File: src/rtl/edge_detector_multi.sv
// edge_detector_multi: synchronise, debounce and edge-detect raw inputs,
// then gate edges by mode into sticky flags and a saturating counter.
module edge_detector_multi #(
   parameter int CHANNELS    = 2,
   parameter int SYNC_STAGES = 2,
   parameter int DEBOUNCE    = 4,
   parameter int CNT_W       = 8
) (
   input  logic                  clk,
   input  logic                  rst_n,
   input  logic [CHANNELS-1:0]   entrada,
   input  logic [2*CHANNELS-1:0] mode,
   input  logic [CHANNELS-1:0]   evt_clr,
   input  logic                  cnt_clr,
   output logic [CHANNELS-1:0]   level,
   output logic [CHANNELS-1:0]   rise_pulse,
   output logic [CHANNELS-1:0]   fall_pulse,
   output logic [CHANNELS-1:0]   evt_pending,
   output logic [CNT_W-1:0]      evt_count
);

   localparam int DW = $clog2(DEBOUNCE) + 1;
   localparam int PW = $clog2(CHANNELS + 1);
   localparam int SW = CNT_W + PW;
   localparam logic [DW-1:0] DMAX = DW'(DEBOUNCE - 1);
   localparam logic [SW-1:0] CMAX = SW'({CNT_W{1'b1}});

   logic [CHANNELS-1:0][SYNC_STAGES-1:0] sync_q, sync_d;
   logic [CHANNELS-1:0][DW-1:0]          dcnt_q, dcnt_d;
   logic [CHANNELS-1:0] s;
   logic [CHANNELS-1:0] level_q, level_d;
   logic [CHANNELS-1:0] rise_q, rise_d;
   logic [CHANNELS-1:0] fall_q, fall_d;
   logic [CHANNELS-1:0] pend_q, pend_d;
   logic [CHANNELS-1:0] ge;
   logic [CNT_W-1:0]    cnt_q, cnt_d;
   logic [PW-1:0]       pop;
   logic [SW-1:0]       base, sum;

   // Shift each raw input one stage deeper; last stage is the clean sample.
   always_comb begin
      for (int c = 0; c < CHANNELS; c++) begin
         sync_d[c] = {sync_q[c][SYNC_STAGES-2:0], entrada[c]};
         s[c]      = sync_q[c][SYNC_STAGES-1];
      end
   end

   // Accept a new level only after DEBOUNCE consecutive differing samples.
   always_comb begin
      dcnt_d  = dcnt_q;
      level_d = level_q;
      rise_d  = '0;
      fall_d  = '0;
      for (int c = 0; c < CHANNELS; c++) begin
         if (s[c] == level_q[c]) begin
            dcnt_d[c] = '0;
         end else if (dcnt_q[c] == DMAX) begin
            dcnt_d[c]  = '0;
            level_d[c] = s[c];
            rise_d[c]  = s[c];
            fall_d[c]  = ~s[c];
         end else begin
            dcnt_d[c] = dcnt_q[c] + 1'b1;
         end
      end
   end

   // Gate pulses by mode, update sticky flags and the clipped counter.
   always_comb begin
      ge  = '0;
      pop = '0;
      for (int c = 0; c < CHANNELS; c++) begin
         ge[c] = (rise_q[c] & mode[2*c]) | (fall_q[c] & mode[2*c+1]);
         pop   = pop + PW'(ge[c]);
      end
      pend_d = (pend_q & ~evt_clr) | ge;
      base   = cnt_clr ? '0 : SW'(cnt_q);
      sum    = base + SW'(pop);
      cnt_d  = (sum > CMAX) ? '1 : sum[CNT_W-1:0];
   end

   // Synchroniser and debounce state.
   always_ff @(posedge clk or negedge rst_n) begin
      if (!rst_n) begin
         sync_q  <= '0;
         dcnt_q  <= '0;
         level_q <= '0;
         rise_q  <= '0;
         fall_q  <= '0;
      end else begin
         sync_q  <= sync_d;
         dcnt_q  <= dcnt_d;
         level_q <= level_d;
         rise_q  <= rise_d;
         fall_q  <= fall_d;
      end
   end

   // Event flags and counter.
   always_ff @(posedge clk or negedge rst_n) begin
      if (!rst_n) begin
         pend_q <= '0;
         cnt_q  <= '0;
      end else begin
         pend_q <= pend_d;
         cnt_q  <= cnt_d;
      end
   end

   assign level       = level_q;
   assign rise_pulse  = rise_q;
   assign fall_pulse  = fall_q;
   assign evt_pending = pend_q;
   assign evt_count   = cnt_q;

endmodule

File: config.mk
export PLATFORM = sky130hd
export DESIGN_NAME = edge_detector_multi
export DESIGN_NICKNAME = d
export VERILOG_FILES = /design/src/rtl/edge_detector_multi.sv
export SDC_FILE = /design/constraint.sdc
export NUM_CORES = 1
export LEC_CHECK = 0
export CORE_MARGIN = 5
export CORE_UTILIZATION = 51
export DETAILED_ROUTE_END_ITERATION = 8
export GPL_TIMING_DRIVEN = 0
export PLACE_DENSITY = 0.82
export SLEW_MARGIN = 20
export SYNTH_ARGS = -nofsm -noshare
export SYNTH_HDL_FRONTEND = slang
export SYNTH_SLANG_ARGS = --single-unit
File: constraint.sdc
create_clock -name clk -period 4.24 [get_ports clk]
set_clock_uncertainty 0.1 [all_clocks]
set_input_delay 0.848 -clock clk [delete_from_list [all_inputs] [get_ports clk]]
set_output_delay 0.848 -clock clk [all_outputs]
set_load 0.05 [all_outputs]
== Word level (Yosys, flattened, before mapping) ==
Cells that the tools add are included.
Storage, ports and cells
  flip-flop bits (word level): 26
  output and inout port bits: 16
  input port bits: 11
Cells by class
  equal/unequal tests: 4
  $add $sub $neg: 4
  $lt $le $gt $ge: 1
  bitwise operators: 13
  muxes and demuxes: 14
  reduce and logical (&&, ||, !) cells: 2
Operator list (number)
  8-bit two-way mux: 2
  3-bit two-way mux: 4
  8-bit by 2-bit adder with 9-bit output: 1
  9-bit by 8-bit > comparator with 1-bit output, second input constant: 1
  1-bit two-way mux: 8
  3-bit by 1-bit adder with 3-bit output, second input constant: 2
  3-bit by 2-bit == test with 1-bit output, second input constant: 2
  1-bit bitwise AND: 4
  1-bit inverter: 4
  2-bit AND reduction: 2
  1-bit by 1-bit adder with 2-bit output: 1
  2-bit bitwise AND: 1
  1-bit == test: 2
  2-bit inverter: 1
  1-bit OR: 2
  2-bit OR: 1

== Longest topological paths before layout ==
Gate-level depths: netlist of run 1.
  depth in word-level cells: 6
  depth in mapped cells: 9

== Worst setup path after synthesis of run 1 ==
Ideal clock, no wire load.
  path type: in2reg
  from: input port cnt_clr
  to: register cnt_q[5], in the netlist evt_count[5]
  cell stages on the path: 8
  arrival: 2291 ps
  required time: 4040 ps
  path slack: 1749 ps
  cells stage by stage: clkbuf_1 > inv_1 > nand2_1 > fa_1 > inv_1 > ha_1 > a31oi_1 > a311oi_1
Between the ends
  cells in the longest elaborated chain, start to end: 4
Ends and longest elaborated chain
  start: declaration: line 14  | input logic cnt_clr,
  8-bit two-way mux *: line 77  | base = cnt_clr ? '0 : SW'(cnt_q);
  8-bit by 2-bit adder with 9-bit output *: line 78  | sum = base + SW'(pop);
  9-bit by 8-bit > comparator with 1-bit output: line 79  | cnt_d = (sum > CMAX) ? '1 : sum[CNT_W-1:0];
  8-bit two-way mux *: line 79
  net cnt_d[5]: line 36  | logic [CNT_W-1:0] cnt_q, cnt_d;
  end signal: assignment: line 106  | cnt_q <= cnt_d;
  end: declaration: line 36
Mark *: on every way through the listed nets, which the timed path passes. The rest lies on a longest branch.
A chain may end at the register's enable or synchronous reset.

== Worst setup path after layout of run 1 ==
  from: input port mode[0]
  to: register cnt_q[1], in the netlist evt_count[1]
Between the ends
  cells in the longest elaborated chain, start to end: 6
Ends and longest elaborated chain
  start: declaration: line 12  | input logic [2*CHANNELS-1:0] mode,
  1-bit bitwise AND *: line 73  | ge[c] = (rise_q[c] & mode[2*c]) | (fall_q[c] & mode[2*c+1]);
  1-bit OR *: line 73
  1-bit by 1-bit adder with 2-bit output *: line 74  | pop = pop + PW'(ge[c]);
  8-bit by 2-bit adder with 9-bit output *: line 78
  9-bit by 8-bit > comparator with 1-bit output: line 79
  8-bit two-way mux *: line 79
  net cnt_d[1]: line 36
Marks and branches as above.

==> impl_metrics.env, run 1 <==
export IMPL_syn_instance_count=89
export IMPL_timing_rr_end="evt_count[1]"
export IMPL_finalMaxSlewViolations=0
export IMPL_cts_buffer_depth=2
export IMPL_drtIter0Drc=11
export IMPL_grt_max_degree=27
export IMPL_initial_core_util_pct=54.9
export IMPL_power_leakage_nw=0.607
export IMPL_drcViolationCount=0
export IMPL_cts_buffers=3
export IMPL_first_pass_iters=4
export IMPL_startpoint="mode[0]"
export IMPL_cts_resized=0
export IMPL_ys_warnings_count=0
export IMPL_pwr_share_seq_pct=52.6
export IMPL_syn_cell_area_sq_um=1110
export IMPL_dp_slack_ns=1.20
export IMPL_relSlewSlack_pct=63.7
export IMPL_setup_viol=0
export IMPL_nets=134
export IMPL_grt_ovfl_total=0
export IMPL_io_pins=27
export IMPL_via_count=795
export IMPL_switchingPower_mw=0.198
export IMPL_start_kind="primary input"
export IMPL_async_reset_ff_share_pct=100
export IMPL_clkTransAtPathRegs_ns=0.13
export IMPL_avgSynthCellArea_sq_um=12.5
export IMPL_core_rowCount=16
export IMPL_rsz0062_at_grt="false"
export IMPL_end_kind="flop"
export IMPL_port_buffers=25
export IMPL_h_tree_depth=1
export IMPL_yosysUniqueCellTypes=34
export IMPL_irDropWorstVdd_mv=0.323
export IMPL_synthFlopType="dfrtp_1"
export IMPL_syn_num_nets=104
export IMPL_wl_microns=2170
export IMPL_timing_fmax_mhz=371
export IMPL_drive_above_1_share_pct=9.40
export IMPL_p_clk_share_pct=17.0
export IMPL_finalCritPeriodShare_pct=63.6
export IMPL_die_area_sq_um=3210
export IMPL_grt_util_all_layers_pct=15.6
export IMPL_hold_viol=0
export IMPL_cp_endpoint="evt_count[1]"
export IMPL_path_max_fanout=8
export IMPL_post_dp_hpwl_microns=1660
export IMPL_root_buffer="clkbuf_4"
export IMPL_wire_per_inst_microns=15.1
export IMPL_cts_hold_buffers=0
export IMPL_swShare_pct=33.7
export IMPL_clk_latency_ns=0.31
export IMPL_syn2layout_area_growth_pct=27.2
export IMPL_coreArea_sq_um=2020
export IMPL_p_comb_share_pct=30.4
export IMPL_worstMarginPinSlew_ns=0.545
export IMPL_setup_slack_ns=1.55
export IMPL_worst_r2r_path_depth=7
export IMPL_grt_pass1_vias=824
export IMPL_rrSetupSlack_ns=2.14
export IMPL_ys_seq_elements=26
export IMPL_hold_path_class="reg -> reg"
export IMPL_viasPerCell=5.52
export IMPL_die_h_microns=56.7
export IMPL_p_int_mw=0.388
export IMPL_antenna_found_initial=0
export IMPL_outcome="completed"
export IMPL_min_period_ns=2.69
export IMPL_synth_edf_count=0
export IMPL_fillers=154
export IMPL_gp_congestion=0.757
export IMPL_powerDensity_nw_per_um2=415
export IMPL_p_total_mw=0.586
export IMPL_cts_sinks=26
export IMPL_cts_tree="built"
export IMPL_antenna_cells=0
export IMPL_synth_seq_area_share_pct=58.6
export IMPL_path_class="in -> reg"
export IMPL_antenna_left=0
export IMPL_cp_arrival_ns=2.85
export IMPL_die_w_microns=56.7
export IMPL_r2r_start="rise_pulse[0]"
export IMPL_min_from="sync_d[1]"
export IMPL_grt_pass1_wl_microns=3850
export IMPL_post_cts_buffers=0
export IMPL_fin_tns_setup_ns=0
export IMPL_cap_violations=0
export IMPL_required_ns=4.40
==> worst min path at each step <==
stage,endpoint,cells after the start
final,s[0],0
after floorplan,s[0],0
after global placement,s[0],0
after global routing,s[0],0
after detailed placement,s[0],0
after CTS,s[0],0
==> flip-flops by register name (all words and copies together) (netlist names) <==
register     count
rise_pulse       2
sync_d           2
dcnt_q           6
s                2
evt_count        8
evt_pending      2
level            2
fall_pulse       2
==> Yosys cell counts (2+ instances only) <==
master	number	area (sq um)
dfrtp_1	26	651
nor3b_1	8	60.1
inv_1	4	15.0
nand2_1	4	15.0
a21oi_1	3	15.0
ha_1	3	37.5
nor2b_1	3	18.8
nor3_1	3	15.0
a22oi_1	2	15.0
a31oi_1	2	12.5
mux2_2	2	22.5
nand2b_1	2	12.5
nand3_1	2	10.0
nand4_1	2	12.5
nor2_1	2	7.51
o21ai_0	2	10.0
xnor2_1	2	17.5
==> power groups by stage <==
| stage | sequential (mW) | combinational (mW) | clock (mW) |
|---|---|---|---|
| floorplan | 0.368 | 0.0597 | 0 |
| CTS | 0.309 | 0.181 | 0.103 |
| finish | 0.308 | 0.178 | 0.0997 |
| global route | 0.314 | 0.194 | 0.114 |
| detailed placement | 0.314 | 0.180 | 0 |
| global placement | 0.310 | 0.177 | 0 |
==> stage by stage <==
| step | instances | cell area, sq um | hold slack, ns | util (%) |
|---|---|---|---|---|
| after global routing | 144 | 1410 | 0.281 | 69.8 |
| final | 144 | 1410 | 0.263 | 69.8 |
| after floorplan | 89 | 1110 | 0.231 | - |
| after CTS | 144 | 1420 | 0.266 | 70.0 |
| after detailed placement | 141 | 1390 | 0.237 | 68.9 |
| after global placement | 141 | 1390 | 0.238 | 68.9 |
==> cells by family after synthesis <==
kind of cell	after synthesis	share of synthesized area [%]
AND/OR/NAND/NOR	32	19.2
adder cells (fa/ha/maj)	4	5.19
XOR/XNOR	2	1.58
buffers and inverters	7	3.16
AO/OA/AOI/OAI	15	9.36
flip-flops	26	58.6
multiplexers	3	2.93
==> worst max-delay path, cell delays in order <==
cell,delay (ns)
clkdlybuf4s50_1,0.45
a22oi_1,0.12
fa_1,0.50
inv_1,0.10
ha_1,0.32
nand2_1,0.14
nor2_1,0.16
a41o_1,0.21
==> layout by cell type, fill, tap and decap left out, types with 3 or more instances in the layout <==
master / count
a21oi_1: 3
clkbuf_4: 3
clkdlybuf4s50_1: 24
dfrtp_1: 26
ha_1: 3
inv_1: 4
nand2_1: 4
nor2b_1: 3
nor3_1: 3
nor3b_1: 8
==> area by class of cell <==
type / count / area (sq um) / area share (%)
Tap cell: 27 / 33.8 / 2.39
Buffer: 3 / 20.0 / 1.42
Timing Repair Buffer: 25 / 245 / 17.4
Sequential cell: 26 / 651 / 46.1
Inverter: 4 / 15.0 / 1.06
Multi-Input combinational cell: 56 / 424 / 30.1
Clock buffer: 3 / 22.5 / 1.60
==> layer usage <==
| metal | part of all wire, % | vias up | GRT usage [%] |
|---|---|---|---|
| met5 | 0 | - | 0 |
| met4 | 2.1 | 0 | 8.14 |
| met3 | 5.4 | 6 | 2.52 |
| met2 | 52 | 25 | 25.1 |
| met1 | 40 | 385 | 20.1 |
| li1 | - | 379 | - |
Note: power is estimated with default switching activity, not from simulation.
==> inputs of run 2 (changes only) <==
CORE_UTILIZATION = 47   (was 51)
PLACE_DENSITY = 0.76   (was 0.82)
clock period = 2.5 ns   (was 4.24 ns; I/O delays follow)
==> run 2 against run 1 <==
  * First-iteration DRC count increased by 100%
  * Die area up 7.0%
  * Total power increased by 75%
  * Cell count increased by 1.4%
  * Final area up 1.1%
  * Utilization shrank 5.9 points
  * Critical path depth fell by 7
  * Via count is 1.3% higher
  * Count of clock-buffer cells in the layout rose by 1
  * Global-route usage shrank 3.0 points
  * Critical endpoint is now evt_count[4]
  * Highest routed layer unchanged
==> impl_metrics.env, run 2 (same netlist as run 1, synthesis figures left out) <==
export IMPL_drcViolationCount=0
export IMPL_powerDensity_nw_per_um2=717
export IMPL_rsz0062_at_grt="false"
export IMPL_grt_max_degree=27
export IMPL_die_w_microns=58.6
export IMPL_irDropWorstVdd_mv=0.694
export IMPL_post_dp_hpwl_microns=1490
export IMPL_grt_pass1_vias=792
export IMPL_hold_viol=0
export IMPL_drtIter0Drc=22
export IMPL_crit_buf_inv=1
export IMPL_syn2layout_area_growth_pct=28.5
export IMPL_p_total_mw=1.02
export IMPL_setup_viol=0
export IMPL_end_kind="output pin"
export IMPL_max_stage_delay_ns=0.86
export IMPL_worst_r2r_path_depth=7
export IMPL_fillers=180
export IMPL_setup_slack_ns=0.202
export IMPL_wire_per_inst_microns=13.8
export IMPL_crit_chain="clkdlybuf4s50_1"
export IMPL_power_leakage_nw=0.614
export IMPL_h_tree_depth=1
export IMPL_io_pins=27
export IMPL_fin_tns_setup_ns=0
export IMPL_grt_util_all_layers_pct=12.6
export IMPL_grt_pass1_wl_microns=3350
export IMPL_cts_resized=0
export IMPL_clk_latency_ns=0.31
export IMPL_cp_num_cells=1
export IMPL_start_kind="flop"
export IMPL_multi_input_area_sq_um=424
export IMPL_relSlewSlack_pct=63.5
export IMPL_path_delay_family="buffers and inverters"
export IMPL_coreArea_sq_um=2230
export IMPL_cts_sinks=26
export IMPL_drive_above_1_share_pct=10.2
export IMPL_antenna_left=0
export IMPL_post_cts_buffers=0
export IMPL_timing_fmax_mhz=435
export IMPL_nets=134
export IMPL_clkTransAtPathRegs_ns=0.13
export IMPL_root_buffer="clkbuf_4"
export IMPL_gp_congestion=0.707
export IMPL_cts_buffers=3
export IMPL_via_count=805
export IMPL_fin_cells=146
export IMPL_path_class="reg -> out"
export IMPL_finalCritPeriodShare_pct=91.9
export IMPL_wl_microns=2010
export IMPL_cts_buffer_depth=2
export IMPL_first_pass_iters=4
export IMPL_final_seq_area_sq_um=651
export IMPL_worstMarginPinSlew_ns=0.547
export IMPL_core_rowCount=17
export IMPL_hold_path_class="in -> async"
export IMPL_cp_arrival_ns=1.70
export IMPL_viasPerCell=5.51
export IMPL_dp_cells=142
export IMPL_min_period_ns=2.30
export IMPL_grt_ovfl_total=0
export IMPL_outcome="completed"
export IMPL_antenna_found_initial=0
export IMPL_die_h_microns=58.6
export IMPL_die_area_sq_um=3430
export IMPL_initial_core_util_pct=49.7
export IMPL_required_ns=1.90
export IMPL_cap_violations=0
export IMPL_critPathSlowestCell="clkdlybuf4s50_1"
export IMPL_cts_tree="built"
export IMPL_antenna_cells=0
export IMPL_cts_hold_buffers=0
export IMPL_finalMaxSlewViolations=0
export IMPL_final_common_cell="dfrtp_1"
export IMPL_path_max_fanout=9
export IMPL_port_buffers=25
export IMPL_largest_register_ffs=8
export IMPL_layout_common_cells="26 x dfrtp_1, 24 x clkdlybuf4s50_1, 8 x nor3b_1"
export IMPL_dp_slack_ns=-0.0865
==> run 2: changes by cell type in the layout (fill, tap and decap cells not counted) <==
cell	previous run	this run
clkbuf_8	0	1
==> run 2: layout make-up <==
type                       instances  share of cell area [%]
buffer                             3                    1.40
clock buffer                       4                    2.54
inverter                           4                    1.05
multi-input combinational         56                    29.7
sequential                        26                    45.6
tap                               28                    2.46
timing repair buffer              25                    17.2
==> run 2: where the power goes <==
group	internal, mW	switching (mW)
registers	0.478	0.0412
clock network	0.0890	0.115
logic	0.125	0.174
total	0.692	0.331
==> run 2: routing by layer <==
metal  vias to the layer above  wire [microns]  GRT usage, %  share of wire, %
li1                        382               -             -                 -
met5                         -               0             0                 0
met2                        24            1010          22.6                50
met1                       395             874          14.8                43
met3                         4              96          1.97               4.8
met4                         0              30          5.18               1.5
==> run 2: metrics by stage <==
step / util [%] / hold WS (ns) / instance area [sq um]
after floorplan: - / 0.104 / 1110
after global placement: 62.5 / 0.241 / 1400
after detailed placement: 62.2 / 0.243 / 1390
after CTS: 63.9 / 0.0701 / 1430
after global routing: 63.9 / 0.0885 / 1430
final: 63.9 / 0.0489 / 1430
==> run 2: worst paths after layout <==
path,slack [ns],to,startpoint
worst max-delay path,0.20,evt_count[4],evt_count[4]
max in group asynchronous,1.89,s[1],rst_n
worst min-delay path,0.05,evt_count[5],rst_n
worst min register to register,0.28,s[0],sync_d[1]
worst max register to register,0.49,evt_count[1],rise_pulse[0]
min in group clk,0.28,s[0],sync_d[1]
